$ cat config.mk
export PLATFORM = sky130hd
export DESIGN_NAME = dense_to_csr_encoder
export DESIGN_NICKNAME = d
export VERILOG_FILES = /design/src/rtl/dense_to_csr_encoder_pkg.sv /design/src/rtl/dense_to_csr_encoder_row_col_cnt.sv /design/src/rtl/dense_to_csr_encoder.sv
export SDC_FILE = /design/constraint.sdc
export NUM_CORES = 1
export LEC_CHECK = 0
export BUFFER_PORTS_ARGS = -buffer_cell sky130_fd_sc_hd__buf_2
export CORE_ASPECT_RATIO = 0.5
export CORE_MARGIN = 2
export CORE_UTILIZATION = 54
export DETAILED_ROUTE_END_ITERATION = 8
export HOLD_SLACK_MARGIN = 0.02
export PLACE_DENSITY = 0.86
export SYNTH_ARGS = -nofsm -noshare
export SYNTH_HDL_FRONTEND = slang
export SYNTH_SLANG_ARGS = --single-unit
$ cat constraint.sdc
create_clock -name clk_i -period 2.8 [get_ports clk_i]
set_clock_uncertainty 0.1 [all_clocks]
set_input_delay 0 -clock clk_i [delete_from_list [all_inputs] [get_ports clk_i]]
set_output_delay 0 -clock clk_i [all_outputs]
set_load 0.005 [all_outputs]
$ cat src/rtl/dense_to_csr_encoder_pkg.sv
// Shared definitions for the dense-to-CSR front-end and the SpMM core:
// default geometry, CSR array types and the encoder state encoding.
package dense_to_csr_encoder_pkg;

  localparam int DEF_DATA_W  = 32;
  localparam int DEF_MAX_NNZ = 16;
  localparam int DEF_IDX_W   = 4;
  localparam int DEF_N_ROWS  = 4;
  localparam int DEF_N_COLS  = 4;
  // Row pointers must be able to hold MAX_NNZ itself, hence one bit wider than a column index.
  localparam int DEF_PTR_W   = DEF_IDX_W + 1;

  typedef logic [0:DEF_MAX_NNZ-1][DEF_DATA_W-1:0] nv_arr_t;
  typedef logic [0:DEF_MAX_NNZ-1][DEF_IDX_W-1:0]  ci_arr_t;
  typedef logic [0:DEF_N_ROWS][DEF_PTR_W-1:0]     rp_arr_t;

  typedef enum logic [1:0] {
    IDLE = 2'd0,
    LOAD = 2'd1,
    DONE = 2'd2
  } enc_state_e;

  // Width of a row index; never zero so a single-row matrix still gets a real signal.
  function automatic int row_idx_w(input int n_rows);
    return (n_rows > 1) ? $clog2(n_rows) : 1;
  endfunction

endpackage

$ cat src/rtl/dense_to_csr_encoder_row_col_cnt.sv
// Row-major position counter for the dense input stream. Steps one column
// per accepted beat, wraps to the next row at the last column, and reports
// when the current position is the last column / last element of the matrix.
module dense_to_csr_encoder_row_col_cnt #(
  parameter int N_ROWS = 4,
  parameter int N_COLS = 4,
  parameter int ROW_W  = 2,
  parameter int COL_W  = 4
) (
  input  logic             clk_i,
  input  logic             rst_ni,
  input  logic             clear_i,
  input  logic             step_i,
  output logic [ROW_W-1:0] row_o,
  output logic [COL_W-1:0] col_o,
  output logic             last_col_o,
  output logic             last_o
);

  logic [ROW_W-1:0] row_q, row_d;
  logic [COL_W-1:0] col_q, col_d;

  // Position flags and next position.
  always_comb begin
    // NOTE: every signal written here gets a default first, so no path can leave it unassigned and infer a latch.
    row_d      = row_q;
    col_d      = col_q;
    last_col_o = (col_q == COL_W'(N_COLS - 1));
    last_o     = last_col_o && (row_q == ROW_W'(N_ROWS - 1));
    if (clear_i) begin
      row_d = '0;
      col_d = '0;
    end else if (step_i) begin
      if (last_col_o) begin
        col_d = '0;
        row_d = last_o ? '0 : row_q + ROW_W'(1);
      end else begin
        col_d = col_q + COL_W'(1);
      end
    end
  end

  // Position registers.
  always_ff @(posedge clk_i or negedge rst_ni) begin
    // NOTE: state is updated with non-blocking (<=) so every flop samples pre-edge values, independent of statement order.
    if (!rst_ni) begin
      row_q <= '0;
      col_q <= '0;
    end else begin
      row_q <= row_d;
      col_q <= col_d;
    end
  end

  assign row_o = row_q;
  assign col_o = col_q;

endmodule

$ cat src/rtl/dense_to_csr_encoder.sv
// Streaming dense-to-CSR encoder. Consumes a row-major dense matrix one
// element per beat and builds the NV / CI / RP arrays in place; done_o
// marks the arrays complete and they hold until the next start_i.
module dense_to_csr_encoder
  import dense_to_csr_encoder_pkg::*;
#(
  parameter int DATA_W  = DEF_DATA_W,
  parameter int MAX_NNZ = DEF_MAX_NNZ,
  parameter int IDX_W   = DEF_IDX_W,
  parameter int N_ROWS  = DEF_N_ROWS,
  parameter int N_COLS  = DEF_N_COLS,
  parameter int PTR_W   = IDX_W + 1
) (
  input  logic                            clk_i,
  input  logic                            rst_ni,
  input  logic                            start_i,
  input  logic                            elem_valid_i,
  output logic                            elem_ready_o,
  input  logic [DATA_W-1:0]               elem_data_i,
  output logic [0:MAX_NNZ-1][DATA_W-1:0]  nv_o,
  output logic [0:MAX_NNZ-1][IDX_W-1:0]   ci_o,
  output logic [0:N_ROWS][PTR_W-1:0]      rp_o,
  output logic [PTR_W-1:0]                nnz_o,
  output logic                            overflow_o,
  output logic                            done_o
);

  localparam int ROW_W = row_idx_w(N_ROWS);

  enc_state_e state_q, state_d;

  logic [0:MAX_NNZ-1][DATA_W-1:0] nv_q, nv_d;
  logic [0:MAX_NNZ-1][IDX_W-1:0]  ci_q, ci_d;
  logic [0:N_ROWS][PTR_W-1:0]     rp_q, rp_d;
  logic [PTR_W-1:0]               nnz_q, nnz_d;
  logic                           overflow_q, overflow_d;

  logic             beat;
  logic [ROW_W-1:0] row;
  logic [IDX_W-1:0] col;
  logic             last_col;
  logic             last;

  // A restart outranks a beat presented in the same cycle.
  assign beat = (state_q == LOAD) && elem_valid_i && !start_i;

  dense_to_csr_encoder_row_col_cnt #(
    .N_ROWS (N_ROWS),
    .N_COLS (N_COLS),
    .ROW_W  (ROW_W),
    .COL_W  (IDX_W)
  ) u_row_col_cnt (
    .clk_i      (clk_i),
    .rst_ni     (rst_ni),
    .clear_i    (start_i),
    .step_i     (beat),
    .row_o      (row),
    .col_o      (col),
    .last_col_o (last_col),
    .last_o     (last)
  );

  // State register.
  always_ff @(posedge clk_i or negedge rst_ni) begin
    if (!rst_ni) state_q <= IDLE;
    else         state_q <= state_d;
  end

  // Next-state logic: start_i always (re)enters LOAD; the final beat closes the matrix.
  always_comb begin
    state_d = state_q;
    unique case (state_q)
      IDLE:    if (start_i) state_d = LOAD;
      LOAD:    if (start_i) state_d = LOAD;
               else if (beat && last) state_d = DONE;
      DONE:    if (start_i) state_d = LOAD;
      default: state_d = IDLE;
    endcase
  end

  // Outputs decoded from the registered state only.
  always_comb begin
    elem_ready_o = (state_q == LOAD);
    done_o       = (state_q == DONE);
  end

  // CSR array update: clear on start, append nonzeros, close a row pointer at each row end.
  always_comb begin
    nv_d       = nv_q;
    ci_d       = ci_q;
    rp_d       = rp_q;
    nnz_d      = nnz_q;
    overflow_d = overflow_q;
    if (start_i) begin
      nv_d       = '0;
      ci_d       = '0;
      rp_d       = '0;
      nnz_d      = '0;
      overflow_d = 1'b0;
    end else if (beat) begin
      if (elem_data_i != '0) begin
        if (nnz_q < PTR_W'(MAX_NNZ)) begin
          for (int i = 0; i < MAX_NNZ; i++) begin
            if (nnz_q == PTR_W'(i)) begin
              nv_d[i] = elem_data_i;
              ci_d[i] = col;
            end
          end
          nnz_d = nnz_q + PTR_W'(1);
        end else begin
          overflow_d = 1'b1;
        end
      end
      // rp[0] is never written, so it stays 0 from the last clear.
      if (last_col) begin
        for (int r = 0; r < N_ROWS; r++) begin
          if (row == ROW_W'(r)) rp_d[r+1] = nnz_d;
        end
      end
    end
  end

  // CSR array registers.
  always_ff @(posedge clk_i or negedge rst_ni) begin
    // NOTE: the NV/CI/RP arrays are plain flops with reset, not RAM: they are visible outputs that must read 0 out of reset.
    if (!rst_ni) begin
      nv_q       <= '0;
      ci_q       <= '0;
      rp_q       <= '0;
      nnz_q      <= '0;
      overflow_q <= 1'b0;
    end else begin
      nv_q       <= nv_d;
      ci_q       <= ci_d;
      rp_q       <= rp_d;
      nnz_q      <= nnz_d;
      overflow_q <= overflow_d;
    end
  end

  assign nv_o       = nv_q;
  assign ci_o       = ci_q;
  assign rp_o       = rp_q;
  assign nnz_o      = nnz_q;
  assign overflow_o = overflow_q;

endmodule

### After elaboration in Yosys (flattened, before gate mapping)

Index checks and enable logic that the tools add are counted.

* word-level logic and storage cells: 192
* input bits: 36
* output and inout bits: 609
* bits in registers: 610

* equality and inequality tests: 24
* $add $sub $neg: 3
* mux-type cells: 66
* reductions and logical operators: 57
* $lt $le $gt $ge: 1

Operators with widths (count)
* 512-bit two-way mux: 4
* 32-bit two-way mux: 16
* 64-bit two-way mux: 4
* 4-bit two-way mux: 19
* 4-bit AND reduction: 16
* 20-bit two-way mux: 3
* 2-bit nonzero test: 24
* 5-bit by 4-bit equality test with 1-bit output, second input constant: 8
* 5-bit two-way mux: 8
* 32-bit nonzero test: 1
* 5-bit by 3-bit equality test with 1-bit output, second input constant: 4
* 3-bit AND reduction: 5
* 2-bit two-way mux: 7
* 5-bit by 2-bit equality test with 1-bit output, second input constant: 2
* 2-bit equality test, second input constant: 3
* 5-bit by 1-bit adder with 5-bit output, second input constant: 1
* 5-bit by 1-bit equality test with 1-bit output, second input constant: 1
* 5-bit logical NOT: 1
* 5-bit less-than comparator, second input constant: 1
* 4-bit by 1-bit adder with 4-bit output, second input constant: 1
* 2-bit by 1-bit equality test with 1-bit output, second input constant: 2
* 4-bit by 2-bit equality test with 1-bit output, second input constant: 1
* 1-bit logical AND: 4
* 2-bit logical NOT: 2
* other kinds (9): 13

### Depth between registers and ports, before layout

Gate-level depths: netlist of the first run.

* depth after elaboration: 7
* gate-level depth with buffers: 9
* mapped depth without buffers: 7

### Hierarchy

From an unflattened synthesis of the first run, not the netlist that was laid out.

* cell total of the unflattened synthesis: 2143
* area total of the unflattened synthesis: 25946.1 µm²

By module, submodules not included
* dense_to_csr_encoder: cells each 2113, instances 1, sequential area each 15114.5 µm², area an instance 25605.8 µm²
* dense_to_csr_encoder_row_col_cnt: cells each 30, instances 1, sequential area each 150.1 µm², area an instance 340.3 µm²

### Worst setup path before layout of the first run

Ideal clock, no wire load.

* path kind: reg2reg
* from: register nnz_q[0] (netlist: nnz_o[0])
* to: register ci_q (netlist bit ci_o[52])
* clock period less this slack: 2109 ps
* required time: 2622 ps
* arrival time: 1930 ps
* path slack: 691 ps
* library setup time: 78 ps
* cell stages (with the launch flop): 9
* path buffers: 2
* path through: dfrtp_1 inv_1 ha_1 nor2b_1 o2111a_1 buf_2 clkbuf_1 nand2_1 a21oi_1

* word-level cells in the longest chain between the ends: 3

RTL lines
* start: declaration: RTL line dense_to_csr_encoder.sv:35 `logic [PTR_W-1:0] nnz_q, nnz_d;`
* start signal: assignment: RTL line dense_to_csr_encoder.sv:136 `nnz_q <= nnz_d;`
* 5-bit less-than comparator or 5-bit by 2-bit equality test with 1-bit output (tied branches): RTL line dense_to_csr_encoder.sv:102, dense_to_csr_encoder.sv:104
* 2-bit nonzero test (no source line)
* 4-bit AND reduction (no source line) (*)
* end signal: assignment: RTL line dense_to_csr_encoder.sv:134 `ci_q <= ci_d;`
* end: declaration: RTL line dense_to_csr_encoder.sv:33 `logic [0:MAX_NNZ-1][IDX_W-1:0] ci_q, ci_d;`

Every way passes the cells marked *; elsewhere a longest branch is shown, timed or not.
A chain may end at the register's enable or synchronous reset.

### Final worst setup path of the first run

* from: input elem_data_i[24]
* to: register nv_q (netlist bit nv_o[428])

* word-level cells in the longest chain between the ends: 3

RTL lines
* start: declaration: RTL line dense_to_csr_encoder.sv:19 `input logic [DATA_W-1:0] elem_data_i,`
* 32-bit nonzero test: RTL line dense_to_csr_encoder.sv:101 `if (elem_data_i != '0) begin`
* 2-bit nonzero test (no source line)
* 4-bit AND reduction (no source line)
* end signal: assignment: RTL line dense_to_csr_encoder.sv:133 `nv_q <= nv_d;`
* end: declaration: RTL line dense_to_csr_encoder.sv:32 `logic [0:MAX_NNZ-1][DATA_W-1:0] nv_q, nv_d;`

Every way passes these cells.

==> results.md, run 1 <==
Logic synthesis:
- For this run, the number of Yosys warnings is 0.
- The distinct cell type count after synthesis is 50.
- The mean area per synthesized cell is 11.5 µm².
- Counting flops with a built-in enable in the synthesized netlist gives 0.
- Synthesis inferred 610 register bits.
- Counting flops with an async set or reset pin after synthesis yields a share of 100%.
- In the synthesized netlist the dominant register cell turns out to be sky130_fd_sc_hd__dfrtp_1.
- The cell count after synthesis came out at 2,309.
- The area of the mapped netlist is 26,600 µm².
- The post-synthesis sequential area ratio is 57.4%.

STA:
- The worst-margin pin slew is 0.908 ns.
- The final-report hold violation count is 0.
- Setup violations remaining at the end of the flow were counted as 0.
- Static timing analysis puts the maximum clock frequency at 0.389 GHz.
- The share of the cycle needed by the critical path after routing is 91.9%.
- The max-slew violation count is 0.
- Setup repair after global routing left no endpoint under its margin.
- The worst slew margin relative to its limit is 39.5%.
- For the final routed database, the setup TNS stands at 0 ns.
- The minimum period implied by the final worst setup slack is 2.57 ns.

GRT:
- The initial antenna violation count came to 2.
- Global routing finished with a remaining overflow of 0.
- The number of global-route vias before repair came to 20,900.
- Across every metal layer, demand over resource in global routing totals 33.5%.
- The first-pass GRT wire length is 129 mm.
- The largest net degree at the start of global routing is 196.

Hold path:
- The path class of the lowest-slack min-delay path is in2async.

Final layout:
- The fraction of layout instances using a drive strength above 1 is 32.1%.
- After the last flow step, the layout net total stands at 2,948.
- After the flow finishes, the layout carries non-filler instances totaling 3,594.
- From synthesis to final layout, the design area changed by 20.5%.
- The final instance area is 32,000 µm².
- In the layout the commonest cells are sky130_fd_sc_hd__buf_2, sky130_fd_sc_hd__dfrtp_1, sky130_fd_sc_hd__nor2_1.
- The library cell used most frequently in the layout, excluding fill and tap cells, is sky130_fd_sc_hd__buf_2.

Worst setup path:
- STA classifies the critical path endpoint as a register.
- The cell count of the worst reg-to-reg path is 6.
- STA puts the critical path data arrival time at 2.95 ns.
- The critical register-to-register path startpoint is u_row_col_cnt.col_o[0]$_DFFE_PN0P_.
- For the worst setup path, the data required time is 3.18 ns.
- The sort of element at the start of the critical path is an input pin.
- The category of the critical setup timing path is in2reg.
- The capture point of the worst reg-to-reg path is rp_o[19]$_DFFE_PN0P_.
- The setup slack of the worst register-to-register path is 0.27 ns.
- The maximum net fanout on the critical path is 36.

Route:
- The count of nets left with antenna violations once routing finished came out at 0.
- The detailed router's first-iteration violation count is 2,068.
- The vias per cell is 5.80.
- Before antenna repair, the detailed router went through 5 iterations.
- The count of unresolved DRC violations after routing is 0.
- The detailed router placed 20,900 vias in this run.
- The routed design has 87.2 mm of wire.
- Dividing the detail-routed wire length by the instance count gives 24.3 µm.

Placement:
- The last weighted congestion value of the routability-driven placer is 0.919.
- Detailed placement finished with a half-perimeter wire length of 57.7 mm.
- The number of buffer cells added on primary ports is 639.
- The number of placed instances, taps included, is 3,461.
- The cell area after placement is 29,800 µm².

Status:
- The flow ran to the end, and the final reports show no timing, DRC or antenna violations.

Power:
- Summed over all cells, the static leakage comes to 19.2 nW.
- Dividing total power by cell area gives a power density of 565 nW/µm².
- The peak supply drop is 0.444 mV.

Die:
- For this design the top-level I/O count stands at 645.
- After floorplanning, the core was sized to cover 48,600 µm².
- After floorplanning, the core was divided into 57 placement rows.
- The initial utilization of the core area, before any placement, comes to 54.8%.
- In this run the horizontal extent of the chip is 318 µm.
- The die span in y is 161 µm.
- The floorplan step defined a die boundary enclosing 51,200 µm².

Flow run:
- The tool flagged a number of max-cap violations equal to 0.

Clock network:
- Clock-pin slew was measured on the worst setup and hold paths at 0.07 ns.
- The number of buffers between clock root and the deepest sink is 3.
- The clock root buffer is sky130_fd_sc_hd__clkbuf_16.
- In this run, CTS created clock tree buffers numbering 53.
- For this design, the sink count on the clock tree is 610.
- The H-tree was split into 2 levels.
- Once the clock tree was built, the resizer swapped 0 gates to a different size.
- The clock latency on the worst-skew pair is 0.58 ns.
- TritonCTS built the clock tree.
-- per-layer routing --
metal | vias up | part of all wire (%) | track usage [%]
met5 | - | 0 | 0
met4 | 0 | 8.0 | 22.4
met3 | 439 | 8.3 | 6.62
met2 | 1243 | 47 | 52.8
met1 | 10400 | 37 | 42.6
li1 | 8745 | - | -
-- worst max-delay path by stage --
| stage | end | slack (ns) | start |
|---|---|---|---|
| after floorplan | ci_o[52]$_DFFE_PN0P_ | 0.69 | nnz_o[0]$_DFFE_PN0P_ |
| after global placement | nv_o[47]$_DFFE_PN0P_ | 0.41 | elem_data_i[30] |
| after detailed placement | nv_o[377]$_DFFE_PN0P_ | 0.34 | elem_data_i[24] |
| after CTS | rp_o[19]$_DFFE_PN0P_ | 0.30 | u_row_col_cnt.col_o[0]$_DFFE_PN0P_ |
| after global routing | nv_o[428]$_DFFE_PN0P_ | 0.15 | elem_data_i[30] |
| final | nv_o[428]$_DFFE_PN0P_ | 0.23 | elem_data_i[24] |
-- power breakdown --
part / switching (W) / total, W / internal [W]
combinational: 0.000909 / 0.00127 / 0.000362
clock: 0.00341 / 0.00786 / 0.00446
sequential: 0.0000594 / 0.00896 / 0.00891
-- sequential cells by signal, summed over array words and instances, names as in the netlist --
signal	flops
state_q	2
u_row_col_cnt.col_o	4
overflow_o	1
u_row_col_cnt.row_o	2
nv_o	512
ci_o	64
rp_o	20
nnz_o	5
-- repair_timing --
item | 4_1_cts | 5_1_grt
hold buffers | 36 | 0
hold endpoints to repair | 1216 | 0
buffers inserted | 0 | 0
-- synthesized netlist by cell type (2+ instances only) --
cell type	number	area share, %
sky130_fd_sc_hd__dfrtp_1	610	57
sky130_fd_sc_hd__nor2_1	446	6.3
sky130_fd_sc_hd__mux2i_1	434	16
sky130_fd_sc_hd__nand2_1	310	4.4
sky130_fd_sc_hd__a21oi_2	90	3.0
sky130_fd_sc_hd__buf_6	88	3.7
sky130_fd_sc_hd__clkbuf_1	78	1.1
sky130_fd_sc_hd__a21oi_1	61	1.1
sky130_fd_sc_hd__buf_4	31	0.87
sky130_fd_sc_hd__buf_2	16	0.30
sky130_fd_sc_hd__buf_12	15	1.1
sky130_fd_sc_hd__o21ai_0	14	0.26
sky130_fd_sc_hd__nor3_1	10	0.19
sky130_fd_sc_hd__ha_1	9	0.42
sky130_fd_sc_hd__nand2b_1	9	0.21
sky130_fd_sc_hd__o31ai_1	9	0.25
sky130_fd_sc_hd__nor4_4	8	0.64
sky130_fd_sc_hd__o21ai_1	8	0.15
sky130_fd_sc_hd__nor2b_1	6	0.14
sky130_fd_sc_hd__xnor2_1	5	0.16
sky130_fd_sc_hd__a211oi_1	4	0.11
sky130_fd_sc_hd__inv_1	4	0.056
sky130_fd_sc_hd__a2111oi_4	3	0.31
sky130_fd_sc_hd__nor4_1	3	0.071
sky130_fd_sc_hd__o2111ai_4	3	0.30
sky130_fd_sc_hd__a21o_1	2	0.056
sky130_fd_sc_hd__a31oi_1	2	0.047
sky130_fd_sc_hd__and4_1	2	0.066
sky130_fd_sc_hd__buf_1	2	0.028
sky130_fd_sc_hd__clkbuf_8	2	0.10
sky130_fd_sc_hd__nand3_1	2	0.038
sky130_fd_sc_hd__nand3b_1	2	0.056
sky130_fd_sc_hd__nor3b_1	2	0.056
sky130_fd_sc_hd__or2_2	2	0.047
sky130_fd_sc_hd__xor2_1	2	0.066
-- worst max-delay path, stage by stage --
cell and delay (ns):
sky130_fd_sc_hd__dlygate4sd3_1 0.55, sky130_fd_sc_hd__buf_2 0.16, sky130_fd_sc_hd__nor4_4 0.46, sky130_fd_sc_hd__nand4_4 0.39
sky130_fd_sc_hd__buf_4 0.33, sky130_fd_sc_hd__o2111ai_4 0.19, sky130_fd_sc_hd__buf_4 0.43, sky130_fd_sc_hd__nand2_1 0.14
sky130_fd_sc_hd__a21oi_1 0.26
-- metrics by stage --
step           power (W)  utilization (%)  hold slack (ns)  setup WS, ns
2_1_floorplan    0.00979                -           -0.396         0.691
3_3_place_gp      0.0103             61.4          -0.0489         0.414
3_5_place_dp      0.0103             61.4          -0.0433         0.342
4_1_cts           0.0181             66.0           0.0307         0.298
5_1_grt           0.0186             66.0           0.0562         0.147
6_report          0.0181             66.0           0.0473         0.228
-- cell type report --
class / count / area [µm²]
timing repair buffer: 767 / 4550
tap: 649 / 812
sequential: 610 / 15300
fill: 3479 / 16500
inverter: 4 / 15.0
clock inverter: 21 / 256
multi-input combinational: 1467 / 9540
clock buffer: 75 / 1600
antenna: 1 / 2.50
-- kinds of logic (layout without fill, tap and decap cells) --
family / after synthesis / count (layout) / share of synthesized area (%)
AND/OR/NAND/NOR: 808 / 808 / 12.4
flip-flops: 610 / 610 / 57.4
multiplexers: 434 / 434 / 16.3
buffers and inverters: 236 / 867 / 7.32
AO/OA/AOI/OAI: 204 / 204 / 5.87
adder cells (fa/ha/maj): 9 / 9 / 0.423
XOR/XNOR: 7 / 7 / 0.230
other: 1 / 6 / 0.0141
Note: power is estimated with default switching activity, not from simulation.
==> inputs of run 2 (changes only) <==
- CORE_UTILIZATION: 54 -> 56
- CTS_BUF_LIST: not set -> sky130_fd_sc_hd__clkbuf_8
- PLACE_DENSITY: 0.86 -> 0.89
==> run 2 against run 1 <==
Total power decreased by 5.2%. Flip-flop and latch count did not move. Cell area shrank 0.60%. Die area is 3.5% lower. First-iteration DRC count rose by 9.3%. Combinational power hardly changed. Clock-buffer cell count is 28 higher. Via count up 1.7%. Non-clock buffer count shrank 3. Wire length increased by 2.7%. Critical endpoint is now rp_o[11]$_DFFE_PN0P_.
==> results.md, run 2 (synthesized netlist as in run 1, its figures left out) <==
Die:
- The number of standard-cell rows in the floorplan is 56 (-1.8%).
- The core area is 46,900 µm² (-3.5%).
- The die span in y is 158 µm (-1.8%).
- The initial core utilization came to 56.7% (+2.0 points).
- The number of placed I/O pins is 645 (unchanged).
- The floorplan die width was 312 µm (-1.8%).
- The die area was 49,400 µm² (-3.5%).

Final layout:
- The fraction of layout instances using a drive strength above 1 is 32.1% (about the same).
- The most common library cell in the layout ignoring fill and taps is sky130_fd_sc_hd__buf_2.
- The flip-flop count of the largest register after layout came to 512 (unchanged).
- The number of nets in the layout is 2,976 (+0.95%).
- Leaving out fill and tap cells, the most frequent cells in the layout are sky130_fd_sc_hd__buf_2, sky130_fd_sc_hd__dfrtp_1, sky130_fd_sc_hd__nor2_1.
- The signed area change from the synthesized netlist to the final layout is 19.8%.
- The final instance area is 31,900 µm² (-0.60%).
- The total of fill cells in the finished design is 3,313 (-4.8%).

Clock network:
- The clock latency on the worst-skew pair is 0.65 ns (+0.07 ns).
- The maximum level of the CTS H-tree is 3 (+1).
- The total clock buffers created by CTS was 84 (+58%).
- The clock slew at the register clock pins of the worst setup and hold paths is 0.07 ns (about the same).
- TritonCTS built the clock tree.
- The number of buffers between clock root and the deepest sink is 3 (unchanged).
- The tree is rooted in a sky130_fd_sc_hd__clkbuf_8.
- The CTS sink count is 610 (unchanged).

Power:
- The power per unit of standard cell area came to 538 nW/µm² (-4.7%).
- The peak supply drop came to 0.278 mV (-37%).
- The leakage power summed over all cells is 19.3 nW (+0.33%).

GRT:
- The largest net degree at the start of global routing is 133 (-32%).
- The overall track demand over capacity in global routing is 35.1% (+1.6 points).
- The initial antenna violation count is 2 (unchanged).
- The aggregate global routing overflow is 0 (unchanged).
- The first-pass GRT wire length was 129 mm (about the same).
- The number of global-route vias before repair is 21,000 (+0.78%).

Route:
- The average wire length per cell after detail routing is 24.7 µm (+1.8%).
- The count of unresolved DRC violations after routing is 0 (unchanged).
- The detailed router's first-iteration violation count is 2,260 (+9.3%).
- The vias per cell is 5.85 (+0.88%).
- The count of TritonRoute iterations in the first routing pass is 6 (+1).
- The final wirelength was 89.6 mm (+2.7%).
- The via count of the routed design is 21,200 (+1.7%).
- The antenna violation net count after detailed routing came to 0 (unchanged).

Worst setup path:
- The worst setup path is of the in2reg kind.
- The worst setup path is captured at a register.
- The critical path goes through dlygate4sd3_1 -> buf_2 -> nor4_4 -> and4_1 -> a21o_1 -> mux2i_1 -> o31ai_1.
- The worst path arrival time is 2.85 ns (-0.10 ns).
- The sort of element at the start of the critical path is an input pin.
- The critical-path cell with the highest stage delay is sky130_fd_sc_hd__and4_1.
- The required time of the critical path is 3.19 ns (about the same).
- The maximum cell stage delay along the critical path is 0.58 ns (+0.03 ns).
- The maximum net fanout on the critical path is 17 (-53%).

Placement:
- The worst setup slack before clock tree synthesis was 0.357 ns (+0.0150 ns).
- The sum of net half-perimeters after detailed placement was 59.0 mm (+2.2%).
- The number of buffer cells added on primary ports is 639 (unchanged).
- The last weighted congestion value of the routability-driven placer was 0.899 (-2.2%).
- The cell area after placement is 29,800 µm² (about the same).

STA:
- The setup violation total in the final timing report came to 0 (unchanged).
- The max-slew violation count is 0 (unchanged).
- The minimum period implied by the final worst setup slack is 2.47 ns (-0.107 ns).
- The final worst setup slack is 0.334 ns (+0.107 ns).
- The worst-margin pin slew is 0.817 ns (-0.0915 ns).
- The sum of negative setup slack came to 0 ns (unchanged).
- The maximum achievable frequency is 0.406 GHz (+4.3%).
- The worst slew margin relative to its limit came to 45.2% (+5.7 points).
- The final-report hold violation count is 0 (unchanged).
- The share of the cycle needed by the critical path after routing is 88.1% (-3.8 points).
- Setup repair after global routing left no endpoint under its margin.

Flow run:
- The max capacitance violation total was 0 (unchanged).

Hold path:
- The path class of the lowest-slack min-delay path is in2reg.

Status:
- The run finished with clean final reports.
==> run 2: cell count changes in the layout (fill, tap and decap cells not counted), sizes merged <==
cell         delta
inv            +29
clkbuf         +28
clkinv          -7
buf             -5
bufinv          -3
clkinvlp        -2
dlygate4sd3     +2
==> run 2: path summary, 6_finish.rpt <==
kind | from | to | slack [ns] | cells after the start
worst max-delay path | elem_data_i[7] | rp_o[11]$_DFFE_PN0P_ | 0.33 | 7
worst min-delay path | elem_valid_i | state_q[0]$_DFFE_PN0P_ | 0.27 | 5
worst max register to register | nnz_o[0]$_DFFE_PN0P_ | nv_o[443]$_DFFE_PN0P_ | 0.41 | 7
worst min register to register | rp_o[8]$_DFFE_PN0P_ | rp_o[8]$_DFFE_PN0P_ | 0.38 | 2
max in group asynchronous | rst_ni | nv_o[435]$_DFFE_PN0P_ | 1.53 | 4
min in group asynchronous | rst_ni | ci_o[63]$_DFFE_PN0P_ | 0.56 | 4
==> run 2: final cells by class <==
cell class,instances,area (µm²),share of cell area [%]
diodes,1,2.50,0.00786
clock buffers,103,1420,4.45
clock inverters,38,204,0.640
inverters,4,15.0,0.0471
multi-input cells,1467,9540,30.0
flip-flops and latches,610,15300,47.9
well taps,638,798,2.51
repair buffers,764,4610,14.5
==> run 2: repair_timing <==
item | 4_1_cts | 5_1_grt
setup buffers | 0 | 0
setup endpoints to repair | 0 | 0
endpoints found under the hold margin | 1187 | 0
resized for setup | 0 | 0
hold buffers | 38 | 0
==> run 2: metal layers <==
layer	part of all wire (%)	vias to the layer above	track usage (%)
met5	0	-	0
met4	8.1	0	24.6
met3	9.0	514	8.65
met2	46	1356	54.2
met1	37	10500	44.0
li1	-	8821	-
==> run 2: worst max-delay path, delay by kind of cell <==
family	cells	cell delay [ns]
AND/OR/NAND/NOR	2	0.97
buffers and inverters	2	0.85
multiplexers	1	0.58
AO/OA/AOI/OAI	2	0.44
==> run 2: through the flow <==
step                total power (W)  hold slack (ns)  cells  utilization (%)
floorplan                   0.00979           -0.396   2313                -
global placement             0.0103          -0.0477   3445             63.6
detailed placement           0.0103          -0.0497   3445             63.6
CTS                          0.0171            0.256   3624             67.9
global route                 0.0176            0.279   3624             67.9
finish                       0.0171            0.269   3625             68.0
==> run 2: power by group <==
group	switching (W)	total (W)	internal (W)
combinational	0.000932	0.00129	0.000360
clock	0.00341	0.00689	0.00348
sequential	0.0000611	0.00897	0.00891
total	0.00440	0.0171	0.0127
